--- src/rtl/iob_clint_top.sv ---
// Core-local interruptor: mtime, per-hart mtimecmp and msip on a native bus.
// rtc is synchronized into clk; every rising edge advances mtime by one.
module iob_clint_top #(
    parameter int ADDR_W  = 16,
    parameter int DATA_W  = 32,
    parameter int N_CORES = 1
) (
    input  logic                clk,
    input  logic                rst,
    input  logic                rtc,
    input  logic                valid,
    input  logic [ADDR_W-1:0]   address,
    input  logic [DATA_W-1:0]   wdata,
    input  logic [DATA_W/8-1:0] wstrb,
    output logic [DATA_W-1:0]   rdata,
    output logic                ready,
    output logic [N_CORES-1:0]  mtip,
    output logic [N_CORES-1:0]  msip
);

    localparam logic [ADDR_W-1:0] MTIME_LO = ADDR_W'(32'hBFF8);
    localparam logic [ADDR_W-1:0] MTIME_HI = ADDR_W'(32'hBFFC);

    logic                rtc_s1, rtc_s2, rtc_d;
    logic                tick;
    logic [63:0]         mtime;
    logic [63:0]         mtimecmp [N_CORES];
    logic [N_CORES-1:0]  msip_q;
    logic [N_CORES-1:0]  mtip_q;

    logic                we;
    logic                mt_lo_we, mt_hi_we;
    logic [N_CORES-1:0]  msip_we, cmp_lo_we, cmp_hi_we;
    logic [DATA_W-1:0]   rd_val;

    function automatic logic [DATA_W-1:0] merge(
        input logic [DATA_W-1:0]   old,
        input logic [DATA_W-1:0]   d,
        input logic [DATA_W/8-1:0] s
    );
        logic [DATA_W-1:0] r;
        r = old;
        for (int b = 0; b < DATA_W/8; b++)
            if (s[b]) r[8*b +: 8] = d[8*b +: 8];
        return r;
    endfunction

    assign tick = rtc_s2 & ~rtc_d;
    assign we   = valid & (|wstrb);

    always_comb begin
        rd_val    = '0;
        mt_lo_we  = 1'b0;
        mt_hi_we  = 1'b0;
        msip_we   = '0;
        cmp_lo_we = '0;
        cmp_hi_we = '0;
        if (address == MTIME_LO) begin
            rd_val   = mtime[31:0];
            mt_lo_we = we;
        end
        if (address == MTIME_HI) begin
            rd_val   = mtime[63:32];
            mt_hi_we = we;
        end
        for (int h = 0; h < N_CORES; h++) begin
            if (address == ADDR_W'(4 * h)) begin
                rd_val     = DATA_W'(msip_q[h]);
                msip_we[h] = we;
            end
            if (address == ADDR_W'(32'h4000 + 8 * h)) begin
                rd_val       = mtimecmp[h][31:0];
                cmp_lo_we[h] = we;
            end
            if (address == ADDR_W'(32'h4004 + 8 * h)) begin
                rd_val       = mtimecmp[h][63:32];
                cmp_hi_we[h] = we;
            end
        end
    end

    always_ff @(posedge clk or negedge rst) begin
        if (!rst) begin
            rtc_s1 <= 1'b0;
            rtc_s2 <= 1'b0;
            rtc_d  <= 1'b0;
            ready  <= 1'b0;
            rdata  <= '0;
        end else begin
            rtc_s1 <= rtc;
            rtc_s2 <= rtc_s1;
            rtc_d  <= rtc_s2;
            ready  <= valid;
            if (valid) rdata <= rd_val;
        end
    end

    // A bus write to either mtime word swallows a coincident tick.
    always_ff @(posedge clk or negedge rst) begin
        if (!rst) begin
            mtime <= '0;
        end else if (mt_lo_we) begin
            mtime[31:0] <= merge(mtime[31:0], wdata, wstrb);
        end else if (mt_hi_we) begin
            mtime[63:32] <= merge(mtime[63:32], wdata, wstrb);
        end else if (tick) begin
            mtime <= mtime + 64'd1;
        end
    end

    always_ff @(posedge clk or negedge rst) begin
        if (!rst) begin
            msip_q <= '0;
            mtip_q <= '0;
            for (int h = 0; h < N_CORES; h++)
                mtimecmp[h] <= '1;
        end else begin
            for (int h = 0; h < N_CORES; h++) begin
                if (msip_we[h] && wstrb[0])
                    msip_q[h] <= wdata[0];
                if (cmp_lo_we[h])
                    mtimecmp[h][31:0] <= merge(mtimecmp[h][31:0], wdata, wstrb);
                if (cmp_hi_we[h])
                    mtimecmp[h][63:32] <= merge(mtimecmp[h][63:32], wdata, wstrb);
                mtip_q[h] <= (mtime >= mtimecmp[h]);
            end
        end
    end

    assign mtip = mtip_q;
    assign msip = msip_q;

endmodule

--- config.mk ---
export PLATFORM = sky130hd
export DESIGN_NAME = iob_clint_top
export DESIGN_NICKNAME = d
export VERILOG_FILES = /design/src/rtl/iob_clint_top.sv
export SDC_FILE = /design/constraint.sdc
export NUM_CORES = 1
export LEC_CHECK = 0
export CAP_MARGIN = 20
export CORE_MARGIN = 2
export CORE_UTILIZATION = 40
export DETAILED_ROUTE_END_ITERATION = 16
export SLEW_MARGIN = 20
export SYNTH_ARGS = -nofsm -noshare
export SYNTH_HDL_FRONTEND = slang
export SYNTH_SLANG_ARGS = --single-unit
export TNS_END_PERCENT = 5
--- constraint.sdc ---
create_clock -name clk -period 2.4 [get_ports clk]
set_input_delay 0.6 -clock clk [delete_from_list [all_inputs] [get_ports clk]]
set_output_delay 0.6 -clock clk [all_outputs]
set_load 0.1 [all_outputs]
After elaboration in Yosys (flattened, before gate mapping)

Index checks and enable logic that the tools add are counted.

Add/sub/neg operators: 1
Magnitude comparators: 1
Equality and inequality tests: 13
Multiplexer cells: 18
Bitwise operators: 4
Reductions and logical operators: 21

Operator list:

| kind                    | count |
|---|---|
| $mux W32                | 8 |
| $add A64 B1 Y64 const B | 1 |
| $ge A64 B64 Y1          | 1 |
| $mux W64                | 1 |
| $eq A16 B15 Y1 const B  | 2 |
| $eq A16 B16 Y1 const B  | 2 |
| $mux W8                 | 4 |
| $reduce_and A3 Y1       | 8 |
| $ne A2 B2 Y1 const B    | 9 |
| $logic_not A16 Y1       | 1 |
| $reduce_and A2 Y1       | 8 |
| $mux W1                 | 5 |
| $reduce_bool A2 Y1      | 2 |
| $reduce_or A4 Y1        | 1 |
| $and A1 B1 Y1           | 2 |
| $not A1 Y1              | 2 |
| $logic_and A1 B1 Y1     | 1 |

Flip-flop bits (word level): 166
Input bits: 56
Output and inout bits: 35
Logic and storage cells: 81

Logic depth before layout (Yosys ltp)

Depth after elaboration: 6
Mapped depth: 9

Worst setup path before layout

OpenSTA, ideal clock, no wires.

Path type: input to register
From: input port wstrb[1]
To: register mtime[61]
Library setup time: 0.130 ns
Arrival: 2.193 ns
Required time: 2.270 ns
Setup slack: 0.077 ns
Stages: 9
Buffers on the path: 3
Cell sequence: buf_2 -> o41ai_2 -> nor4_4 -> a21oi_2 -> buf_2 -> buf_2 -> nand2_1 -> o211ai_1 -> o21ai_0

Cells in the longest elaborated chain, start to end: 5
Elaborated cells on any way between the ends: 9
Those cells by class: eq/ne: 1; mux: 3; bitwise: 2; reduce/logical: 3

Ends and longest elaborated chain:

| what                                                        | line   | source |
|---|---|---|
| start: declaration                                          | 14     | `input logic [DATA_W/8-1:0] wstrb,` |
| $reduce_or A4 Y1 (*)                                        | 49     | `assign we = valid & (\|wstrb);` |
| $and A1 B1 Y1 (*)                                           | 49     |  |
| $mux W1 (on tied branches)                                  | 62, 58 |  |
| $ne A2 B2 Y1 (no source line), or another cell as far along | -      |  |
| $reduce_and A3 Y1 (no source line)                          | -      |  |
| end signal: assignment                                      | 105    | `mtime[63:32] <= merge(mtime[63:32], wdata, wstrb);` |
| end signal: assignment                                      | 107    | `mtime <= mtime + 64'd1;` |
| end: declaration                                            | 26     | `logic [63:0] mtime;` |

Mark *: on every way between the ends. The rest lies on a longest branch, timed or not.
A chain may end at the register's enable or synchronous reset.

Final worst setup path

From: register mtimecmp[27] (netlist name)
To: register mtip_q (netlist: mtip)

Cells in the longest elaborated chain, start to end: 1

Ends and longest elaborated chain:

| what                             | line | source |
|---|---|---|
| start: declaration               | 27   | `logic [63:0] mtimecmp [N_CORES];` |
| start signal: indexed assignment | 122  | `mtimecmp[h][31:0] <= merge(mtimecmp[h][31:0], wdata, wstrb);` |
| start signal: indexed assignment | 124  | `mtimecmp[h][63:32] <= merge(mtimecmp[h][63:32], wdata, wstrb);` |
| $ge A64 B64 Y1                   | 125  | `mtip_q[h] <= (mtime >= mtimecmp[h]);` |
| end signal: indexed assignment   | 125  |  |
| end: declaration                 | 29   | `logic [N_CORES-1:0] mtip_q;` |

No other way between the ends.

==> flow_summary.toml <==
[global_routing]
antenna_found_initial = 0
grt_pass1_wl_mm = 58.05
grt_start_max_net_pins = 63
grt_pass1_vias = 10005
grt_usage = 0.2677
grt.overflow.total = 0

[routing]
vias = 10299
wl_mm = 37.49
drcViolationCount = 0
first_pass_iters = 6
wl_per_cell_um = 21.58
ant_nets = 0
dr.first_iter.drc_count = 957
avgViaCountPerCell = 5.929

[cells_and_area]
antenna_cells = 0
drive_above_1_share = 0.3738
instances_no_fill = 1737
syn_to_final_growth_pct = 34.80
fillers = 2404
layout.nets = 1510
final_area_mm2 = 0.01425

[synth]
synth_edf_count = 0
syn_area_mm2 = 0.01058
synth_compound_area_frac = 0.1899
synth_top_family_by_area = "compound AO/OA/AOI/OAI gates"
yosys.area_share.simple = 0.1795
synth_area_per_cell_um2 = 9.493
synthMuxAreaShare = 0.1019
seq_area_frac_synth = 0.4004
synth_ff_type = "dfrtp_1"
synth_xor_area_frac = 0.0008282
synthCells = 1114
async_flop_share = 1.000
synth_top_area_cell = "dfrtp_1"
synth_fp_nets = 1235
yosysWarningCount = 0
synth.top_cell.area_share = 0.2414
synth_top_cells_by_area = "dfrtp_1 24%, dfstp_2 16%, mux2_2 9.9%"
synthTopCellsByCount = "112 x a21oi_1, 102 x dfrtp_1, 93 x mux2_2, 88 x nand2_1, 77 x inv_1"
synthMostInstantiatedCell = "a21oi_1"
synth-adder-area-share = 0.07690
synth.distinct_cells = 79
ys_ff_latch = 166

[clocking]
clk_pin_slew_ns = 0.07
insertion_delay_ns = 0.44
root_buffer = "clkbuf_16"
htreeDepth = 4
cts_max_path_buffers = 2
cts_buffers = 17
cts_sinks = 166
cts_tree = "yes"

[critical_path]
crit_top_cell = "buf_4"
slowest_stage = "dfstp_2"
r2r_end = "mtip"
crit_path_end_kind = "register"
required_ns = 2.76
max_stage_delay_ns = 0.55
crit_chain = "inv_2 > ha_4 > nand4_1 > nor4_1 > buf_4 > o211ai_1 > a21oi_1 > buf_4 > a211oi_4 > o21ai_2"
r2r_start = "mtimecmp[27]"
r2r_slack_ns = 0.07
criticalPathCategory = "reg2reg"
cp-start-kind = "register"
cp_data_arrival_time_ns = 2.69
worstPathMaxFanout = 3
reg2reg_depth = 10

[placement]
gp_congestion = 0.9376
port_buffers = 90
placed_cells = 1691
hpwl_mm = 28.60
post_dp_cell_area_mm2 = 0.01323
post-place-ws_ns = -0.5854

[power]
cellPowerDensity_mw_per_mm2 = 489.3
power.switching_uw = 2030
p_comb_frac = 0.151
intPower_uw = 4945
clock_power_share = 0.421
switching_share = 0.2910
ir_drop_mv = 0.4532
total_leakage_power_uw = 0.006115
seqPwrFrac = 0.428

[floorplan]
num_io_pins = 91
die_height_um = 166.6
num_rows = 59
coreArea_mm2 = 0.02598
dieArea_mm2 = 0.02775
dieWidth_um = 166.6
initial_core_util = 0.4070

[timing]
final.period_utilization = 0.9691
worst_pin_slew_ns = 0.6870
worst_clock_skew_ns = 0.009190
maxSlewViolCount = 0
final-setup-viol-count = 0
setup_ws_ns = 0.07424
max_clock_freq_mhz = 430.0
finalHoldViolCount = 0
relSlewSlack = 0.5420
rsz0062_at_grt = "true"
min_period_ns = 2.326

[flow_run]
maxCapViolations = 0

[run_status]
status = "finished clean"

[worst_hold_path]
hold_class = "in2async"
[sequential cells by signal, summed over array words and instances, names as in the netlist]
name and flops:
mtimecmp 64, rdata 32, msip 1, mtime 64
ready 1, rtc_s2 1, mtip 1, rtc_d 1
rtc_s1 1
[what timing repair did]
item,in CTS,in global routing
resized for setup,12,52
cloned,0,2
pin swaps,6,25
endpoints found under the setup margin,37,146
endpoints found under the hold margin,0,0
buffers inserted,2,10
hold buffers,0,0
[how the worst max path moves through the flow]
stage	end	slack [ns]	start
after floorplan	mtime[61]	0.08	wstrb[1]
after global placement	mtime[62]	-0.55	address[10]
after detailed placement	mtime[29]	-0.59	address[12]
after CTS	mtime[38]	0.003	address[3]
after global routing	mtip	-0.02	mtimecmp[27]
final	mtip	0.07	mtimecmp[27]
[stage by stage]
stage               hold WS, ns  TNS [ns]  total power [uW]    util
floorplan                0.3044         0              3568       -
global placement         0.3348    -58.56              4029  0.5092
detailed placement       0.3378    -65.03              4048  0.5092
CTS                      0.1903         0              6987  0.5352
global route             0.2122  -0.05859              7204  0.5486
finish                   0.1578         0              6975  0.5486
[layout by cell type (no fill, tap or decap), types with 13 or more instances in the layout]
cell / count
a222oi_1: 32
a21oi_1: 108
a21o_1: 13
clkbuf_16: 18
o21ai_0: 46
and3_1: 13
nand3_1: 46
ha_1: 60
nand4_1: 40
inv_1: 74
dfrtp_1: 101
mux2_2: 93
nand2_1: 88
buf_4: 238
nor2_1: 68
nor3_1: 20
clkdlybuf4s50_1: 44
dfstp_2: 64
a211oi_1: 17
[area by class of cell]
class / instances / area, um^2 / area share
Clock buffer: 21 / 460.4 / 0.03230
Timing Repair Buffer: 309 / 2624 / 0.1841
Sequential cell: 166 / 4235 / 0.2971
Multi-Input combinational cell: 818 / 6080 / 0.4265
Tap cell: 335 / 419.2 / 0.02940
Inverter: 77 / 289.0 / 0.02028
Clock inverter: 11 / 147.6 / 0.01036
[cell families after synthesis]
family | Yosys count
adder cells (fa/ha/maj) | 65
buffers and inverters | 130
AO/OA/AOI/OAI | 303
XOR/XNOR | 1
flip-flops | 166
AND/OR/NAND/NOR | 353
multiplexers | 96
[layer usage]
metal	wire, um	vias up	track usage
met5	0	-	0
met4	1158	0	0.09745
met3	2789	72	0.05181
met2	16640	414	0.4060
met1	16900	5037	0.3809
li1	-	4776	-
[critical path, delay by kind of cell (launching register included)]
| kind | cells | cell delay (ns) |
|---|---|---|
| buffers and inverters | 3 | 0.42 |
| AO/OA/AOI/OAI | 4 | 0.42 |
| AND/OR/NAND/NOR | 2 | 0.62 |
| adder cells (fa/ha/maj) | 1 | 0.26 |
| flip-flops | 1 | 0.55 |
[power by group through the flow]
| stage | clock, uW | combinational [uW] | sequential [uW] |
|---|---|---|---|
| 2_1_floorplan | 0 | 287 | 3280 |
| 3_3_place_gp | 0 | 1000 | 3020 |
| 3_5_place_dp | 0 | 1020 | 3030 |
| 4_1_cts | 2970 | 1030 | 2980 |
| 5_1_grt | 3090 | 1120 | 3000 |
| 6_report | 2930 | 1050 | 2990 |
Power figures use the tool's default switching activity.
